==> config.mk <==
export PLATFORM = sky130hd
export DESIGN_NAME = mem_port_arbiter
export DESIGN_NICKNAME = d
export VERILOG_FILES = /design/src/rtl/mem_port_arbiter.sv
export SDC_FILE = /design/constraint.sdc
export NUM_CORES = 1
export LEC_CHECK = 0
export ABC_AREA = 0
export BUFFER_PORTS_ARGS = -buffer_cell sky130_fd_sc_hd__buf_4
export CORE_MARGIN = 8
export CORE_UTILIZATION = 30
export CTS_BUF_LIST = sky130_fd_sc_hd__clkbuf_4 sky130_fd_sc_hd__clkbuf_8 sky130_fd_sc_hd__clkbuf_16
export DETAILED_ROUTE_END_ITERATION = 8
export SETUP_SLACK_MARGIN = 0.3
export SYNTH_ARGS = -nofsm -noshare
export SYNTH_HDL_FRONTEND = slang
export SYNTH_SLANG_ARGS = --single-unit
==> constraint.sdc <==
create_clock -name clk -period 4.65 [get_ports clk]
set_input_delay 0.465 -clock clk [delete_from_list [all_inputs] [get_ports clk]]
set_output_delay 0.465 -clock clk [all_outputs]
set_load 0.02 [all_outputs]
==> src/rtl/mem_port_arbiter.sv <==
// mem_port_arbiter: shares one byte-wide RAM port between instruction fetch
// and the MEM stage. It sequences byte-serial reads and writes, assembles
// read data little-endian, and lets a branch/jump flush abort a fetch.
module mem_port_arbiter #(
    parameter int unsigned ADDR_W   = 32,
    parameter int unsigned IF_BYTES = 4
) (
    input  logic              clk,
    input  logic              rst,
    // instruction fetch side
    input  logic              if_req,
    input  logic [ADDR_W-1:0] if_addr,
    input  logic              if_flush,
    output logic [31:0]       if_data,
    output logic              if_done,
    // MEM stage side
    input  logic              mem_req,
    input  logic              mem_we,
    input  logic [1:0]        mem_len,
    input  logic [ADDR_W-1:0] mem_addr,
    input  logic [31:0]       mem_wdata,
    output logic [31:0]       mem_rdata,
    output logic              mem_done,
    // RAM side
    input  logic [7:0]        ram_din,
    output logic [7:0]        ram_dout,
    output logic [ADDR_W-1:0] ram_a,
    output logic              ram_wr,
    output logic              busy
);

    localparam int unsigned DATA_W = 32;
    localparam int unsigned BYTE_W = 8;
    localparam int unsigned NBYTES = DATA_W / BYTE_W;
    // counter must reach N+1 (5 for a 4-byte read)
    localparam int unsigned CNT_W  = 3;

    typedef enum logic [2:0] {
        IDLE   = 3'd0,
        IF_RD  = 3'd1,
        MEM_RD = 3'd2,
        MEM_WR = 3'd3,
        DONE   = 3'd4
    } state_e;

    state_e              state_q, state_d;
    logic [CNT_W-1:0]    cnt_q, cnt_d;
    logic [CNT_W-1:0]    n_q, n_d;
    logic [ADDR_W-1:0]   addr_q, addr_d;
    logic [DATA_W-1:0]   wdata_q, wdata_d;
    logic [DATA_W-1:0]   rbuf_q, rbuf_d;
    logic [ADDR_W-1:0]   ram_a_q, ram_a_d;
    logic [BYTE_W-1:0]   ram_dout_q, ram_dout_d;
    logic                ram_wr_q, ram_wr_d;
    logic [DATA_W-1:0]   if_data_q, if_data_d;
    logic [DATA_W-1:0]   mem_rdata_q, mem_rdata_d;
    logic                if_done_q, if_done_d;
    logic                mem_done_q, mem_done_d;
    logic                busy_q, busy_d;

    logic [CNT_W-1:0]    k_c;
    logic [CNT_W-1:0]    rd_idx_c;
    logic [CNT_W-1:0]    mem_n_c;

    // edge index within a read, and the byte index captured at this edge
    assign k_c      = cnt_q + CNT_W'(1);
    assign rd_idx_c = cnt_q - CNT_W'(1);

    // byte count requested by the MEM stage; 10 and 11 both mean a word
    always_comb begin
        mem_n_c = CNT_W'(NBYTES);
        unique case (mem_len)
            2'b00:   mem_n_c = CNT_W'(1);
            2'b01:   mem_n_c = CNT_W'(2);
            default: mem_n_c = CNT_W'(NBYTES);
        endcase
    end

    // next-state and registered-output logic
    always_comb begin
        state_d     = state_q;
        cnt_d       = cnt_q;
        n_d         = n_q;
        addr_d      = addr_q;
        wdata_d     = wdata_q;
        rbuf_d      = rbuf_q;
        ram_a_d     = ram_a_q;
        ram_dout_d  = ram_dout_q;
        ram_wr_d    = 1'b0;
        if_data_d   = if_data_q;
        mem_rdata_d = mem_rdata_q;
        if_done_d   = 1'b0;
        mem_done_d  = 1'b0;

        unique case (state_q)
            IDLE: begin
                if (mem_req) begin
                    addr_d  = mem_addr;
                    n_d     = mem_n_c;
                    wdata_d = mem_wdata;
                    rbuf_d  = '0;
                    ram_a_d = mem_addr;
                    if (mem_we) begin
                        state_d    = MEM_WR;
                        ram_dout_d = mem_wdata[BYTE_W-1:0];
                        ram_wr_d   = 1'b1;
                        cnt_d      = CNT_W'(1);
                    end else begin
                        state_d = MEM_RD;
                        cnt_d   = '0;
                    end
                end else if (if_req && !if_flush) begin
                    state_d = IF_RD;
                    addr_d  = if_addr;
                    n_d     = CNT_W'(IF_BYTES);
                    rbuf_d  = '0;
                    ram_a_d = if_addr;
                    cnt_d   = '0;
                end
            end

            IF_RD, MEM_RD: begin
                if ((state_q == IF_RD) && if_flush) begin
                    // abandon the fetch; if_data keeps its previous value
                    state_d = IDLE;
                    cnt_d   = '0;
                end else begin
                    cnt_d = k_c;
                    if (k_c < n_q) begin
                        ram_a_d = addr_q + ADDR_W'(k_c);
                    end
                    // RAM data lags the address by one cycle
                    if (cnt_q != '0) begin
                        for (int unsigned b = 0; b < NBYTES; b++) begin
                            if (CNT_W'(b) == rd_idx_c) begin
                                rbuf_d[b*BYTE_W +: BYTE_W] = ram_din;
                            end
                        end
                    end
                    if (k_c == (n_q + CNT_W'(1))) begin
                        state_d = DONE;
                        cnt_d   = '0;
                        if (state_q == IF_RD) begin
                            if_data_d = rbuf_d;
                            if_done_d = 1'b1;
                        end else begin
                            mem_rdata_d = rbuf_d;
                            mem_done_d  = 1'b1;
                        end
                    end
                end
            end

            MEM_WR: begin
                if (cnt_q < n_q) begin
                    ram_a_d  = addr_q + ADDR_W'(cnt_q);
                    ram_wr_d = 1'b1;
                    cnt_d    = k_c;
                    for (int unsigned b = 0; b < NBYTES; b++) begin
                        if (CNT_W'(b) == cnt_q) begin
                            ram_dout_d = wdata_q[b*BYTE_W +: BYTE_W];
                        end
                    end
                end else begin
                    state_d    = DONE;
                    cnt_d      = '0;
                    mem_done_d = 1'b1;
                end
            end

            DONE: begin
                // one-cycle completion slot; requests are not sampled here
                state_d = IDLE;
            end

            default: begin
                state_d = IDLE;
                cnt_d   = '0;
            end
        endcase

        busy_d = (state_d != IDLE);
    end

    // state and output registers with synchronous reset
    always_ff @(posedge clk) begin
        if (rst) begin
            state_q     <= IDLE;
            cnt_q       <= '0;
            n_q         <= '0;
            addr_q      <= '0;
            wdata_q     <= '0;
            rbuf_q      <= '0;
            ram_a_q     <= '0;
            ram_dout_q  <= '0;
            ram_wr_q    <= 1'b0;
            if_data_q   <= '0;
            mem_rdata_q <= '0;
            if_done_q   <= 1'b0;
            mem_done_q  <= 1'b0;
            busy_q      <= 1'b0;
        end else begin
            state_q     <= state_d;
            cnt_q       <= cnt_d;
            n_q         <= n_d;
            addr_q      <= addr_d;
            wdata_q     <= wdata_d;
            rbuf_q      <= rbuf_d;
            ram_a_q     <= ram_a_d;
            ram_dout_q  <= ram_dout_d;
            ram_wr_q    <= ram_wr_d;
            if_data_q   <= if_data_d;
            mem_rdata_q <= mem_rdata_d;
            if_done_q   <= if_done_d;
            mem_done_q  <= mem_done_d;
            busy_q      <= busy_d;
        end
    end

    assign if_data   = if_data_q;
    assign if_done   = if_done_q;
    assign mem_rdata = mem_rdata_q;
    assign mem_done  = mem_done_q;
    assign ram_dout  = ram_dout_q;
    assign ram_a     = ram_a_q;
    assign ram_wr    = ram_wr_q;
    assign busy      = busy_q;

endmodule

Word level (Yosys, flattened, before mapping)

Index checks and enable logic that the tools add are counted.

$add $sub $neg: 5
Order comparisons: 2
Equal/unequal tests: 19
Muxes and demuxes: 50
Bitwise gates (word level): 5
Reductions and logical operators: 23

Operator list:

| operator            | number |
|---|---|
| $mux 32             | 9 |
| $pmux 32 s3         | 1 |
| $mux 8              | 11 |
| $add 32x3->32       | 2 |
| $pmux 32 s2         | 1 |
| $mux 3              | 12 |
| $pmux 8 s2          | 1 |
| $eq 2x3->1 const A  | 4 |
| $pmux 3 s4          | 1 |
| $mux 1              | 10 |
| $ne 2x2->1 const B  | 5 |
| $reduce_and 5->1    | 2 |
| $logic_not 3->1     | 3 |
| $pmux 3 s3          | 1 |
| $reduce_bool 3->1   | 3 |
| $reduce_and 4->1    | 2 |
| $add 3x1->3 const B | 2 |
| $eq 1x3->1 const A  | 2 |
| $eq 3x2->1 const B  | 2 |
| $lt 3x3->1          | 2 |
| $pmux 3 s2          | 1 |
| $reduce_and 2->1    | 3 |
| $reduce_bool 2->1   | 3 |
| $ne 5x5->1 const B  | 1 |
| 14 further kinds    | 20 |

Flip-flop bits (word level): 213
Input bits: 112
Output and inout bits: 108

Depth between registers and ports, before layout

Word-level depth: 7
Gate-level depth with buffers: 12

Worst setup path before layout

No wires, ideal clock.

Path type: register to register
Start point: register state_q[2]
End point: register ram_a_q[14], in the netlist ram_a[14]
Arrival: 2.580 ns
Data required time: 4.518 ns
Setup slack: 1.938 ns
Cell stages (with the launch flop): 13
Buffers on the path: 1
Period minus slack after synthesis: 2.712 ns
Cell sequence: dfxtp_1 -> nand3b_1 -> clkbuf_1 -> xnor2_1 -> ha_1 -> inv_1 -> fa_1 -> nor2b_1 -> o21ai_0 -> nor4_1 -> xor2_1 -> o211ai_1 -> a21oi_1

Longest elaborated chain between the ends: 4
Elaborated cells between the ends (all ways): 13

Ends and longest elaborated chain:

| what                                                                    | line    | source |
|---|---|---|
| start: declaration                                                      | 46      | `state_e state_q, state_d;` |
| start signal: assignment                                                | 203     | `state_q <= state_d;` |
| $eq 3x1->1 / $eq 3x2->1 (equally long branches)                         | 95, 123 |  |
| $reduce_or 2->1 / $logic_and 1x1->1 (equally long branches)             | 95, 123 |  |
| $ne 2x2->1 (no source line) / $reduce_bool 3->1 (equally long branches) | n/a     |  |
| $reduce_and 5->1 (no source line)                                       | n/a     |  |
| end signal: assignment                                                  | 209     | `ram_a_q <= ram_a_d;` |
| end: declaration                                                        | 52      | `logic [ADDR_W-1:0] ram_a_q, ram_a_d;` |

Several ways; a longest one is shown, not always the timed one.
A chain may end at the register's enable or synchronous reset.

Worst setup path after layout

Start point: register state_q[0]
End point: register ram_a_q[14], in the netlist ram_a[14]

Same word-level chain as after synthesis.

==> flow_summary.ini <==
[global_route]
grt_start_max_net_pins = 139
grt_first_pass_wirelength_um = 46500
grt_util_all_layers_pct = 14.7
globalRouteOverflowTotal = 0
vias_in_the_first_global_route = 8259
antenna_found_initial = 0

[worst_setup_path]
worst_ep_arrival_time_ns = 3.61
worstRegToRegCells = 11
crit_path_cell_trace = nand3b_1, buf_4, o21ai_0, inv_1, fa_1, nor2b_1, o21ai_0, nor4_1, xor2_1, o211ai_1, a21oi_1
reg2reg_setup_slack_ns = 1.41
timing_worst_setup_path_type = flip-flop to flip-flop
critPathSlowestCell = dfxtp_1
crit-reg2reg-capture = ram_a[14]$_SDFFE_PP0P_
timing.rr.start = state_q[0]$_SDFF_PP0_
crit_top_cell = o21ai_0
worst_path_largest_cell_delay_ns = 0.62
cp-end-kind = flip-flop
cp-start-kind = flip-flop
critical_path_required_ns = 5.02
path_max_fanout = 23

[synth]
postSynthRegisterBits = 213
synthesis.area_um2 = 9820
synth-seq-area-share_pct = 43.4
synth_compound_gate_area_share_pct = 20.3
number_of_nets_produced_by_synthesis = 1256
synthFlopType = dfxtp_1
simple_logic_cell_fraction_of_the_synthesized_area_pct = 18.1
synth_top_family_by_area = compound AO/OA/AOI/OAI gates
synth_enable_flop_cells = 0
synthMuxAreaShare_pct = 7.66
syn_inst = 1125
synthAdderAreaFrac_pct = 2.50
post_synth_xor_area_fraction_pct = 2.64
synth_commonest_cells = dfxtp_1 (213), nor2_1 (167), nand2_1 (133), a211oi_1 (120), a21oi_1 (76)
ys_types = 64
synth_area_per_cell_um2 = 8.73
yosysMostFrequentCell = dfxtp_1
async_reset_ff_share_pct = 0
yosys.area.top_type = dfxtp_1
synth_largest_type_area_fraction_pct = 43.4
ys.warnings.count = 0
top_cells_by_area_in_the_synthesized_netlist = dfxtp_1 (43%), a211oi_1 (9.2%), mux2i_1 (7.5%)

[route]
postRouteAntennaNets = 0
dr.pass1.iters = 4
vias = 8508
drt_drc_violations_left = 0
detail_route.wl_per_cell_um = 17.0
totalWireLength_um = 29700
detailed_route_iter0_violations = 524
post_drt_via_cell_ratio = 4.86

[clocking]
clockBufferDepth = 3
post-cts-setup-buffer-count = 0
cts_htree_levels = 1
clock-root-buffer = clkbuf_16
cts_inserted_buffers = 25
ctsHoldBuffers = 0
insertion_delay_ns = 0.51
post_cts.resized_instances = 0
tritoncts_num_sinks = 213
tritoncts = yes
clk_transition_reported_paths_ns = 0.06

[timing]
clock-skew-final_ns = 0.00637
setup_viol = 0
finalMaxSlewViolations = 0
worst_slew_margin_rel_pct = 29.0
timing.final.crit_period_ns = 3.24
worst_slew_pin_slew_ns = 1.06
timing.setup.tns_ns = 0
final_hold_viol_count = 0
period_utilization_post_route_pct = 69.8
hold-worst-slack_ns = 0.204
grt_setup_unrepaired = no
fmax_mhz = 308

[hold_path]
hp-start = mem_wdata[20]
timing.hold.worst_path_depth = 3
timing.hold.worst.class = input port to flip-flop
end_of_the_worst_hold_path = wdata_q[20]$_SDFFE_PP0P_

[place]
gp_congestion = 0.791
dp.final_hpwl_um = 21100
io_buffers = 219

[status]
status = complete, no violations

[final_layout]
fill_cells = 3377
area_delta_synth_final_pct = 27.5
drive_above_1_share_pct = 22.8
antenna-diode-count = 0
nets = 1422

[pwr]
pwr_density_cell_nw_per_um2 = 501
vdd.ir_drop.worst_uv = 244
leakagePower_nw = 4.98

[floorplan]
floorplan.initialDensity_pct = 30.3
die_height_um = 197
io_pins = 220
placeable_core_region_um2 = 32400
floorplan.rows = 66
die_w_um = 197
die_area_um2 = 38800

[job]
maxCapViolCount = 0
## metal layers
layer / GRT usage [%] / part of all wire, % / vias to the layer above
li1: - / - / 4342
met1: 18.5 / 44 / 3941
met2: 24.9 / 48 / 188
met3: 3.48 / 6.1 / 37
met4: 3.82 / 2.1 / 0
met5: 0 / 0 / -
## how the worst max path moves through the flow
stage	startpoint	end
after global routing	state_q[0]$_SDFF_PP0_	ram_a[14]$_SDFFE_PP0P_
after global placement	state_q[2]$_SDFF_PP0_	ram_a[7]$_SDFFE_PP0P_
after CTS	state_q[2]$_SDFF_PP0_	ram_a[7]$_SDFFE_PP0P_
after floorplan	state_q[2]$_SDFF_PP0_	ram_a[14]$_SDFFE_PP0P_
final	state_q[0]$_SDFF_PP0_	ram_a[14]$_SDFFE_PP0P_
after detailed placement	state_q[0]$_SDFF_PP0_	ram_a[14]$_SDFFE_PP0P_
## area by class of cell
cell class                      count  area (µm²)  share of cell area, %
Inverter                           15        56.3                  0.450
Timing Repair Buffer              231        1750                   14.0
Clock inverter                     12         148                   1.18
Clock buffer                       32         703                   5.62
Sequential cell                   213        4260                   34.1
Tap cell                          442         553                   4.42
Multi-Input combinational cell    805        5040                   40.3
## power breakdown
| group | switching (mW) | internal [mW] |
|---|---|---|
| Combinational | 1.16 | 0.741 |
| Sequential | 0.240 | 2.13 |
| Clock | 0.771 | 1.23 |
| Total | 2.17 | 4.11 |
## through the flow
stage	utilization [%]	power (mW)	setup WS [ns]	cell area [µm²]	instances
after floorplan	-	3.64	1.94	9820	1125
after global placement	36.0	4.31	1.45	11700	1706
after detailed placement	36.0	4.33	1.44	11700	1706
after CTS	38.7	6.38	1.42	12500	1750
after global routing	38.7	6.66	0.918	12500	1750
final	38.7	6.27	1.41	12500	1750
## cells by family after synthesis
| kind of cell | after synthesis |
|---|---|
| AND/OR/NAND/NOR | 391 |
| XOR/XNOR | 28 |
| multiplexers | 75 |
| adder cells (fa/ha/maj) | 19 |
| buffers and inverters | 107 |
| flip-flops | 213 |
| AO/OA/AOI/OAI | 292 |
## critical path: cells and delay by family, from the launching register on
kind / cells / cell delay [ns]
adders and majority gates: 1 / 0.42
DFF: 1 / 0.62
buffers and inverters: 2 / 0.35
xor gates and xnor gates: 1 / 0.11
and+or+nand+nor: 3 / 0.78
AOI/OAI and AO/OA: 4 / 0.84
## sequential cells by signal, indices dropped and copies added (netlist names)
name / count
ram_wr: 1
state_q: 3
busy: 1
addr_q: 32
n_q: 3
cnt_q: 3
wdata_q: 32
mem_rdata: 32
ram_dout: 8
if_data: 32
ram_a: 32
mem_done: 1
rbuf_q: 32
if_done: 1
## layout by cell type, fill, tap and decap left out, drive strengths merged, types with 17 or more instances in the layout
cell type / n
ha: 18
nand2: 133
dfxtp: 213
xor2: 17
o211ai: 24
nor2: 167
mux2i: 74
buf: 231
a211oi: 120
a22oi: 38
a21oi: 77
nor3: 18
inv: 17
clkbuf: 32
No activity file was read; power rests on OpenSTA's default activity.
